==> src/rtl/cnn_sched_pkg.sv <==
// Shared types and default sizing for the CNN layer tile scheduler.
package cnn_sched_pkg;
  localparam int NUM_PE_DEF = 16;
  localparam int ADDR_W_DEF = 22;
  localparam int FG_W_DEF   = 7;

  typedef enum logic [2:0] {IDLE, CFG, ISSUE, WAIT, NEXT, DONE} sched_state_e;

  typedef struct packed {
    logic [8:0]  ifm_size;
    logic [1:0]  kernel_size;
    logic [10:0] num_filter;
    logic        pool;
    logic [1:0]  stride;
    logic        up;
  } layer_cfg_t;
endpackage

==> src/rtl/layer_geom_calc.sv <==
// Derives per-layer tiling geometry from the latched config; results are registered on load.
module layer_geom_calc
  import cnn_sched_pkg::*;
#(
  parameter int NUM_PE = NUM_PE_DEF,
  parameter int ADDR_W = ADDR_W_DEF,
  parameter int FG_W   = FG_W_DEF
) (
  input  logic                      clk,
  input  logic                      rst,
  input  logic                      load,
  input  logic [8:0]                ifm_size,
  input  logic [1:0]                kernel_size,
  input  logic [10:0]               num_filter,
  input  logic                      maxpool_mode,
  input  logic [1:0]                maxpool_stride,
  input  logic                      upsample_mode,
  output logic                      degenerate,
  output logic [8:0]                last_row,
  output logic [1:0]                row_step,
  output logic [ADDR_W-1:0]         rd_step,
  output logic [ADDR_W-1:0]         wr_step,
  output logic [ADDR_W-1:0]         grp_stride,
  output logic [ADDR_W-1:0]         ifm_plane,
  output logic [ADDR_W-1:0]         ofm_plane,
  output logic [FG_W-1:0]           nfg,
  output logic [$clog2(NUM_PE):0]   last_cnt
);
  localparam int PE_LG = $clog2(NUM_PE);
  localparam int CNT_W = PE_LG + 1;

  logic              pool2;
  logic [8:0]        conv_d, last_row_d, last_row_q;
  logic [9:0]        ofm_d;
  logic [11:0]       nf_rnd;
  logic [1:0]        row_step_d, row_step_q;
  logic [ADDR_W-1:0] rd_step_d, rd_step_q, wr_step_d, wr_step_q, grp_stride_d, grp_stride_q;
  logic [ADDR_W-1:0] ifm_plane_d, ifm_plane_q, ofm_plane_d, ofm_plane_q;
  logic [FG_W-1:0]   nfg_d, nfg_q;
  logic [CNT_W-1:0]  last_cnt_d, last_cnt_q;

  always_comb begin
    pool2  = maxpool_mode && (maxpool_stride == 2'd2);
    conv_d = ifm_size - 9'(kernel_size) + 9'd1;
    if (pool2)              ofm_d = {2'b0, conv_d[8:1]};
    else if (upsample_mode) ofm_d = {conv_d, 1'b0};
    else                    ofm_d = {1'b0, conv_d};
    // Pool stride 2 consumes conv rows in pairs; an odd trailing row is dropped.
    last_row_d   = pool2 ? ({conv_d[8:1], 1'b0} - 9'd2) : (conv_d - 9'd1);
    row_step_d   = pool2 ? 2'd2 : 2'd1;
    rd_step_d    = pool2 ? ADDR_W'({ifm_size, 1'b0}) : ADDR_W'(ifm_size);
    wr_step_d    = (upsample_mode && !pool2) ? ADDR_W'({ofm_d, 1'b0}) : ADDR_W'(ofm_d);
    ifm_plane_d  = ADDR_W'(ifm_size) * ADDR_W'(ifm_size);
    ofm_plane_d  = ADDR_W'(ofm_d) * ADDR_W'(ofm_d);
    grp_stride_d = ofm_plane_d << PE_LG;
    nf_rnd       = {1'b0, num_filter} + 12'(NUM_PE - 1);
    nfg_d        = FG_W'(nf_rnd >> PE_LG);
    last_cnt_d   = (num_filter[PE_LG-1:0] == '0) ? CNT_W'(NUM_PE) : CNT_W'(num_filter[PE_LG-1:0]);
    degenerate   = (num_filter == 11'd0) || (kernel_size == 2'd0) ||
                   (ifm_size < 9'(kernel_size)) || (ofm_d == 10'd0);
  end

  always_ff @(posedge clk) begin
    if (rst) begin
      last_row_q   <= '0;
      row_step_q   <= '0;
      rd_step_q    <= '0;
      wr_step_q    <= '0;
      grp_stride_q <= '0;
      ifm_plane_q  <= '0;
      ofm_plane_q  <= '0;
      nfg_q        <= '0;
      last_cnt_q   <= '0;
    end else if (load) begin
      last_row_q   <= last_row_d;
      row_step_q   <= row_step_d;
      rd_step_q    <= rd_step_d;
      wr_step_q    <= wr_step_d;
      grp_stride_q <= grp_stride_d;
      ifm_plane_q  <= ifm_plane_d;
      ofm_plane_q  <= ofm_plane_d;
      nfg_q        <= nfg_d;
      last_cnt_q   <= last_cnt_d;
    end
  end

  assign last_row   = last_row_q;
  assign row_step   = row_step_q;
  assign rd_step    = rd_step_q;
  assign wr_step    = wr_step_q;
  assign grp_stride = grp_stride_q;
  assign ifm_plane  = ifm_plane_q;
  assign ofm_plane  = ofm_plane_q;
  assign nfg        = nfg_q;
  assign last_cnt   = last_cnt_q;
endmodule

==> src/rtl/layer_tile_scheduler.sv <==
// Walks filter groups x output rows of one CNN layer, issuing one tile command per step.
module layer_tile_scheduler
  import cnn_sched_pkg::*;
#(
  parameter int NUM_PE = NUM_PE_DEF,
  parameter int ADDR_W = ADDR_W_DEF,
  parameter int FG_W   = FG_W_DEF
) (
  input  logic                    clk,
  input  logic                    rst,
  input  logic                    start_layer,
  input  logic [8:0]              ifm_size,
  input  logic [10:0]             ifm_channel,
  input  logic [1:0]              kernel_size,
  input  logic [10:0]             num_filter,
  input  logic                    maxpool_mode,
  input  logic [1:0]              maxpool_stride,
  input  logic                    upsample_mode,
  input  logic [ADDR_W-1:0]       start_read_addr,
  input  logic [ADDR_W-1:0]       start_write_addr,
  output logic                    tile_valid,
  input  logic                    tile_ready,
  input  logic                    tile_done,
  output logic [8:0]              tile_row,
  output logic [FG_W-1:0]         tile_fgrp,
  output logic [$clog2(NUM_PE):0] tile_num_filt,
  output logic [ADDR_W-1:0]       tile_rd_addr,
  output logic [ADDR_W-1:0]       tile_wr_addr,
  output logic [ADDR_W-1:0]       tile_ifm_plane,
  output logic [ADDR_W-1:0]       tile_ofm_plane,
  output logic                    busy,
  output logic                    done_layer,
  output logic                    err_proto
);
  localparam int CNT_W = $clog2(NUM_PE) + 1;

  sched_state_e      state_q, state_d;
  layer_cfg_t        cfg_q, cfg_d;
  logic [8:0]        row_q, row_d;
  logic [FG_W-1:0]   fgrp_q, fgrp_d;
  logic [ADDR_W-1:0] rd_base_q, rd_base_d, rd_q, rd_d, wr_q, wr_d, grp_base_q, grp_base_d;
  logic              err_q, err_d;

  logic              g_degen;
  logic [8:0]        g_last_row;
  logic [1:0]        g_row_step;
  logic [ADDR_W-1:0] g_rd_step, g_wr_step, g_grp_stride;
  logic [FG_W-1:0]   g_nfg;
  logic [CNT_W-1:0]  g_last_cnt;
  logic              last_row, last_grp, unused_chan;

  // Channel depth is consumed by the PE engine directly; tiling does not depend on it.
  assign unused_chan = ^ifm_channel;

  layer_geom_calc #(.NUM_PE(NUM_PE), .ADDR_W(ADDR_W), .FG_W(FG_W)) u_geom (
    .clk(clk), .rst(rst), .load(state_q == CFG),
    .ifm_size(cfg_q.ifm_size), .kernel_size(cfg_q.kernel_size), .num_filter(cfg_q.num_filter),
    .maxpool_mode(cfg_q.pool), .maxpool_stride(cfg_q.stride), .upsample_mode(cfg_q.up),
    .degenerate(g_degen), .last_row(g_last_row), .row_step(g_row_step),
    .rd_step(g_rd_step), .wr_step(g_wr_step), .grp_stride(g_grp_stride),
    .ifm_plane(tile_ifm_plane), .ofm_plane(tile_ofm_plane),
    .nfg(g_nfg), .last_cnt(g_last_cnt)
  );

  assign last_row = (row_q == g_last_row);
  assign last_grp = (fgrp_q == g_nfg - FG_W'(1));

  always_ff @(posedge clk) begin
    if (rst) state_q <= IDLE;
    else     state_q <= state_d;
  end

  always_comb begin
    state_d = state_q;
    case (state_q)
      IDLE:    if (start_layer) state_d = CFG;
      CFG:     state_d = g_degen ? DONE : ISSUE;
      ISSUE:   if (tile_ready) state_d = WAIT;
      WAIT:    if (tile_done) state_d = NEXT;
      NEXT:    state_d = (last_row && last_grp) ? DONE : ISSUE;
      DONE:    state_d = IDLE;
      default: state_d = IDLE;
    endcase
  end

  always_comb begin
    tile_valid    = (state_q == ISSUE);
    busy          = (state_q != IDLE);
    done_layer    = (state_q == DONE);
    tile_num_filt = '0;
    if (state_q != IDLE) tile_num_filt = last_grp ? g_last_cnt : CNT_W'(NUM_PE);
  end

  // Addresses advance by accumulation; a group wrap rebases on the next OFM channel block.
  always_comb begin
    cfg_d      = cfg_q;
    rd_base_d  = rd_base_q;
    row_d      = row_q;
    fgrp_d     = fgrp_q;
    rd_d       = rd_q;
    wr_d       = wr_q;
    grp_base_d = grp_base_q;
    err_d      = err_q | (tile_done && (state_q != WAIT));
    if (state_q == IDLE && start_layer) begin
      cfg_d      = '{ifm_size: ifm_size, kernel_size: kernel_size, num_filter: num_filter,
                     pool: maxpool_mode, stride: maxpool_stride, up: upsample_mode};
      rd_base_d  = start_read_addr;
      rd_d       = start_read_addr;
      wr_d       = start_write_addr;
      grp_base_d = start_write_addr;
      row_d      = '0;
      fgrp_d     = '0;
    end else if (state_q == NEXT && !(last_row && last_grp)) begin
      if (last_row) begin
        row_d      = '0;
        fgrp_d     = fgrp_q + FG_W'(1);
        rd_d       = rd_base_q;
        grp_base_d = grp_base_q + g_grp_stride;
        wr_d       = grp_base_d;
      end else begin
        row_d = row_q + 9'(g_row_step);
        rd_d  = rd_q + g_rd_step;
        wr_d  = wr_q + g_wr_step;
      end
    end
  end

  always_ff @(posedge clk) begin
    if (rst) begin
      cfg_q      <= '0;
      rd_base_q  <= '0;
      row_q      <= '0;
      fgrp_q     <= '0;
      rd_q       <= '0;
      wr_q       <= '0;
      grp_base_q <= '0;
      err_q      <= 1'b0;
    end else begin
      cfg_q      <= cfg_d;
      rd_base_q  <= rd_base_d;
      row_q      <= row_d;
      fgrp_q     <= fgrp_d;
      rd_q       <= rd_d;
      wr_q       <= wr_d;
      grp_base_q <= grp_base_d;
      err_q      <= err_d;
    end
  end

  assign tile_row     = row_q;
  assign tile_fgrp    = fgrp_q;
  assign tile_rd_addr = rd_q;
  assign tile_wr_addr = wr_q;
  assign err_proto    = err_q;
endmodule

==> config.mk <==
export PLATFORM = sky130hd
export DESIGN_NAME = layer_tile_scheduler
export DESIGN_NICKNAME = d
export VERILOG_FILES = /design/src/rtl/cnn_sched_pkg.sv /design/src/rtl/layer_geom_calc.sv /design/src/rtl/layer_tile_scheduler.sv
export SDC_FILE = /design/constraint.sdc
export NUM_CORES = 1
export LEC_CHECK = 0
export ABC_AREA = 1
export ABC_CLOCK_PERIOD_IN_PS = 15520
export BUFFER_PORTS_ARGS = -buffer_cell sky130_fd_sc_hd__buf_2
export CAP_MARGIN = 0
export CORE_ASPECT_RATIO = 0.75
export CORE_MARGIN = 3
export CORE_UTILIZATION = 40
export CTS_CLUSTER_DIAMETER = 150
export CTS_CLUSTER_SIZE = 10
export DETAILED_ROUTE_END_ITERATION = 8
export PLACE_DENSITY = 0.57
export SYNTH_ARGS = -nofsm -noshare
export SYNTH_HDL_FRONTEND = slang
export SYNTH_HIERARCHICAL = 1
export SYNTH_SLANG_ARGS = --single-unit
==> constraint.sdc <==
create_clock -name clk -period 15.52 [get_ports clk]
set_input_delay 0 -clock clk [delete_from_list [all_inputs] [get_ports clk]]
set_output_delay 0 -clock clk [all_outputs]
set_load 0.005 [all_outputs]
# --- Word level (Yosys, flattened, before mapping) ---
# Index checks and enable logic that the tools add are counted.
op_classes:
  add_sub_neg: 11
  multipliers: 2
  magnitude_cmp: 1
  eq_ne: 12
  mux: 25
  n_bitwise: 1
  n_reduce_logical: 23
ops:
  columns: ["operator", "count"]
  rows:
  - ["22-bit two-way mux", 9]
  - ["22-bit adder", 3]
  - ["10-bit two-way mux", 3]
  - ["10-bit by 10-bit multiplier with 20-bit output", 1]
  - ["9-bit by 9-bit multiplier with 18-bit output", 1]
  - ["9-bit two-way mux", 2]
  - ["3-bit two-way mux", 5]
  - ["5-bit two-way mux", 3]
  - ["3-bit one-hot mux with 5 select lines", 1]
  - ["11-bit by 4-bit adder with 11-bit output, second input constant", 1]
  - ["11-bit logical NOT", 1]
  - ["11-bit two-way mux", 1]
  - ["10-bit logical NOT", 1]
  - ["9-bit by 1-bit adder with 9-bit output, second input constant", 1]
  - ["9-bit by 2-bit adder with 9-bit output", 1]
  - ["9-bit == test", 1]
  - ["9-bit by 2-bit less-than comparator with 1-bit output", 1]
  - ["9-bit by 1-bit subtractor with 9-bit output, second input constant", 1]
  - ["9-bit by 2-bit subtractor with 9-bit output", 1]
  - ["9-bit by 2-bit subtractor with 9-bit output, second input constant", 1]
  - ["7-bit by 1-bit adder with 7-bit output, second input constant", 1]
  - ["7-bit == test", 1]
  - ["7-bit by 1-bit subtractor with 7-bit output, second input constant", 1]
  - ["3-bit by 2-bit == test with 1-bit output, second input constant", 2]
  - ["other kinds (19)", 31]
word_totals:
  reg_bits: 257
  in_bits: 86
  output_inout_bits: 113
  word_cells: 98

# --- Depth between registers and ports, before layout ---
depth:
  depth_word: 8
  ltp_mapped: 42
  depth_no_buf: 40

# --- Hierarchy ---
# Netlist, hierarchy kept.
modules_own_cells:
  columns: ["mod", "instances", "cells_each", "area_each_um2", "seq_area_each_um2"]
  rows:
  - ["layer_tile_scheduler", 1, 1668, 10197.3, 2682.6]
  - ["layer_geom_calc", 1, 1321, 9436.6, 1601.5]

# --- Least setup slack after synthesis ---
# OpenSTA, ideal clock, no wires.
synth_timing:
  kind: "register to register"
  from: "register cfg_q[18] in the netlist's numbering"
  to: "register u_geom.ofm_plane_q[16] (netlist: u_geom/ofm_plane[16])"
  setup_time_ps: 115
  arrival_ps: 6394
  t_required_ps: 15405
  setup_slack_ps: 9010
  stages_incl_launch_ff: 37
  cell_sequence: "dfxtp_1 > clkbuf_1 > inv_1 > ha_1 > inv_1 > ha_1 > inv_1 > fa_1 > inv_1 > nand3_1 > nand3_1 > nand2_1 > nand2_2 > inv_2 > nand2_1 > nand3_4 > nor2_1 > inv_1 > fa_1 > fa_1 > inv_1 > fa_1 > fa_1 > inv_1 > fa_1 > inv_1 > ha_1 > a21oi_1 > o21ai_0 > nand2_1 > nand3_1 > nand2_1 > nand3_1 > nand2_1 > nand2_1 > o21ai_0 > inv_1"
synth_via:
  elab_chain_len: 5
synth_lines:
  columns: ["element", "line_no", "rtl"]
  rows:
  - ["start: declaration", "layer_tile_scheduler.sv:38", "layer_cfg_t cfg_q, cfg_d;"]
  - ["start signal: assignment", "layer_tile_scheduler.sv:139", "cfg_q <= cfg_d;"]
  - ["9-bit by 2-bit subtractor with 9-bit output (*)", "layer_geom_calc.sv:44", "conv_d = ifm_size - 9'(kernel_size) + 9'd1;"]
  - ["9-bit by 1-bit adder with 9-bit output (*)", "layer_geom_calc.sv:44", null]
  - ["10-bit two-way mux", "layer_geom_calc.sv:46", "else if (upsample_mode) ofm_d = {conv_d, 1'b0};"]
  - ["10-bit two-way mux (*)", "layer_geom_calc.sv:45", "if (pool2) ofm_d = {2'b0, conv_d[8:1]};"]
  - ["10-bit by 10-bit multiplier with 20-bit output (*)", "layer_geom_calc.sv:54", "ofm_plane_d = ADDR_W'(ofm_d) * ADDR_W'(ofm_d);"]
  - ["end signal: assignment", "layer_geom_calc.sv:81", "ofm_plane_q <= ofm_plane_d;"]
  - ["end: declaration", "layer_geom_calc.sv:38", "logic [ADDR_W-1:0] ifm_plane_d, ifm_plane_q, ofm_plane_d, ofm_plane_q;"]
# Mark *: on every way between the ends. The rest lies on a longest branch, timed or not.
# A chain may end at the register's enable or synchronous reset.

# --- Worst setup path after layout ---
layout_timing:
  from: "register cfg_q[18] in the netlist's numbering"
  to: "register u_geom.ofm_plane_q[19] (netlist: u_geom/ofm_plane[19])"
# Same word-level chain as after synthesis.

==> flow_metrics.tcl <==
set metrics [dict create \
    outcome "finished, final reports clean" \
    worst_pin_slew_ns 0.941 \
    antenna_cells 0 \
    slew_headroom_pct 37.1 \
    max_freq_ghz 0.138 \
    grtUsageMet1_pct 37.7 \
    yosys_warnings 6 \
    dr.first_iter.drc_count 1518 \
    yosysUniqueCellTypes 49 \
    finClkSkew_ns 0.0291 \
    path_common_cell "inv_1" \
    regToRegStartpoint "cfg_q[18]$_SDFFE_PP0P_" \
    gr-total-overflow 0 \
    dr.pass1.iters 5 \
    row_count 69 \
    crit_start "cfg_q[18]$_SDFFE_PP0P_" \
    grt_setup_unrepaired "no" \
    port_buffers 179 \
    layout.nets 3540 \
    maxCapViolations 0 \
    clockRootBuffer "clkbuf_16" \
    start_util_pct 41.0 \
    crit_path_end_kind "flip-flop" \
    ant_nets 0 \
    ys_async_sr_fraction_pct 0 \
    worstSkewPairLatency_ns 0.58 \
    syn_area_mm2 0.0196 \
    holdCritPathClass "in2reg" \
    cts.sinks 214 \
    wl_per_cell_um 16.9 \
    path_class "reg2reg" \
    postCtsSetupBuffers 0 \
    dieHeight_um 198 \
    synth-main-ff-cell "dfxtp_1" \
    synth_edf_count 0 \
    vias 19400 \
    grt_busiest_layer "met1" \
    layout-drive-gt1-share_pct 9.11 \
    cts.htree.levels 1 \
    grt_first_pass_wirelength_um 101000 \
    cts_made_buffers 25 \
    dp_hpwl_um 49700 \
    antenna_found_initial 2 \
    cp.required_ns 15.97 \
    fillers 5005 \
    max_stage_delay_ns 0.67 \
    viasPerCell 5.06 \
    placeableCoreArea_mm2 0.0479 \
    min_from "ifm_size[8]" \
    grt_max_degree 87 \
    grt.total_usage_pct 24.8 \
    setup_violations 0 \
    use_met3_pct 3.87 \
    period_share_pct 46.9 \
    min_period_ns 7.27 \
    startpoint_type "flip-flop" \
    yosysSeqAreaShare_pct 21.8 \
    cts_tree "built" \
    drc 0 \
    syn_inst 2989 \
    cpMaxStageDelayCell "fa_1" \
    dieArea_mm2 0.0518 \
    num_io_pins 199 \
    clk_pin_slew_ns 0.07 \
    drv_slew 0 \
    clock_path_buffers 3 \
    syn_avg_cell_area_um2 6.57 \
    dieWidth_um 262 \
    wl_um 65000 \
    met2_usage_pct 36.6 \
    place.gp.congestion 0.915 \
    worst_ep_arrival_time_ns 7.73 \
    finalHoldViolCount 0 \
    syn_to_final_growth_pct 13.7 \
    ys_ff_latch 214 \
    finalSetupTns_ns 0 \
    grt_pass1_vias 18400 \
    cp_max_fo 13 \
]
[registers in the layout (all words and copies together) (netlist names), 9 cells and up]
name	flops
cfg_q	26
grp_base_q	22
rd_base_q	22
tile_rd_addr	22
tile_row	9
tile_wr_addr	22
u_geom/ifm_plane	17
u_geom/last_row	9
u_geom/ofm_plane	19
u_geom/rd_step	10
u_geom/wr_step	11
[critical path, delay by kind of cell, from the launching register on]
family / cells / cell delay [ns]
DFF: 1 / 0.30
buffers and inverters: 10 / 1.07
AOI/OAI and AO/OA: 2 / 0.36
and+or+nand+nor: 11 / 1.41
adders and majority gates: 9 / 4.01
[kinds of logic (layout without fill, tap and decap cells)]
logic type / after synthesis / in the layout / share of synthesized area [%]
other: 2 / 38 / 0.0383
AO/OA/AOI/OAI: 455 / 455 / 12.5
flip-flops: 214 / 214 / 21.8
adder cells (fa/ha/maj): 258 / 258 / 19.8
XOR/XNOR: 79 / 79 / 3.52
AND/OR/NAND/NOR: 1382 / 1382 / 29.4
buffers and inverters: 599 / 770 / 12.9
[through the flow]
step | utilization [%] | instances | area, um2 | hold slack (ns) | setup WS [ns]
after floorplan | - | 3025 | 19800 | 0.114 | 9.01
after global placement | 43.4 | 3721 | 20800 | 0.224 | 8.33
after detailed placement | 43.4 | 3721 | 20800 | 0.230 | 8.34
after CTS | 46.6 | 3835 | 22300 | 0.176 | 8.29
after global routing | 46.6 | 3835 | 22300 | 0.202 | 7.79
final | 46.6 | 3835 | 22300 | 0.188 | 8.25
[what timing repair did]
item,CTS,global route
endpoints found under the setup margin,0,0
gates resized for setup,0,0
endpoints found under the hold margin,118,0
hold buffers,87,0
[per-layer routing]
layer	share of wire (%)	up-vias	wire, um
met5	0	-	0
met4	2.2	0	1460
met3	6.8	68	4440
met2	41	527	26300
met1	50	9020	32700
li1	-	9794	-
[synthesized netlist by cell type, types with 3 or more instances]
| library cell | number | area share, % |
|---|---|---|
| nor3_1 | 17 | 0.43 |
| a21oi_1 | 174 | 4.4 |
| fa_1 | 87 | 8.9 |
| clkinv_1 | 3 | 0.057 |
| o21bai_1 | 7 | 0.27 |
| nor4_1 | 7 | 0.22 |
| nand3_2 | 6 | 0.31 |
| buf_6 | 6 | 0.34 |
| ha_1 | 171 | 11 |
| inv_1 | 444 | 8.5 |
| o21a_1 | 6 | 0.23 |
| inv_2 | 11 | 0.21 |
| nor2_1 | 400 | 7.6 |
| nand2_4 | 3 | 0.17 |
| xnor2_1 | 28 | 1.2 |
| nand2_2 | 20 | 0.64 |
| nand4_1 | 30 | 0.96 |
| o22ai_1 | 17 | 0.54 |
| nor2_2 | 8 | 0.25 |
| dfxtp_1 | 214 | 22 |
| nand3b_1 | 18 | 0.69 |
| nand2_1 | 699 | 13 |
| o221ai_1 | 4 | 0.18 |
| clkbuf_1 | 56 | 1.1 |
| o21ai_1 | 31 | 0.79 |
| a31oi_1 | 3 | 0.096 |
| and2_1 | 3 | 0.096 |
| or2_2 | 4 | 0.13 |
| o21ai_0 | 172 | 4.4 |
| buf_4 | 57 | 2.2 |
| o211ai_1 | 16 | 0.61 |
| buf_1 | 4 | 0.076 |
| a21o_1 | 10 | 0.38 |
| xor2_1 | 51 | 2.3 |
| nand3_1 | 160 | 4.1 |
| a21boi_0 | 4 | 0.15 |
| o21ai_2 | 3 | 0.13 |
| buf_2 | 17 | 0.43 |
[final timing paths]
kind / to / slack (ns) / cells after the start
setup reg to reg: u_geom/ofm_plane[19]$_SDFFE_PP0P_ / 8.25 / 32
hold reg to reg: rd_base_q[0]$_SDFFE_PP0P_ / 0.46 / 2
hold / removal: cfg_q[25]$_SDFFE_PP0P_ / 0.19 / 4
setup / recovery: u_geom/ofm_plane[19]$_SDFFE_PP0P_ / 8.25 / 32
[placed cells by master, fill, tap and decap left out, types with 4 or more instances in the layout]
master           n
buf_4           18
fa_1            87
nand2_1        699
nor3_1          16
dlygate4sd3_1   87
xnor2_1         28
nand3_2          6
o21bai_1         7
nand4_1         30
a21o_1          10
nand3b_1        18
nor2_1         400
inv_2           12
buf_2          179
o211ai_1        16
ha_1           171
xor2_1          51
o22ai_1         17
dfxtp_1        214
conb_1          38
a21boi_0         4
a21oi_1        174
o21ai_1         31
nand2_2         20
o21ai_0        172
inv_1          443
o221ai_1         4
or2_2            4
nor2_2           7
clkbuf_16       25
nor4_1           7
nand3_1        160
o21a_1           6
[layout make-up]
cell class                 instances  area (um2)  share of cell area [%]
tap                              639         800                    3.58
sequential                       214        4280                    19.2
timing repair buffer             284        1900                    8.52
clock buffer                      25         626                    2.80
inverter                         459        1720                    7.72
clock inverter                     2        28.8                   0.129
multi-input combinational       2212       13000                    58.1
Power is not shown: default switching activity piles up to over one toggle a cycle in this logic, so the estimate is an artifact.
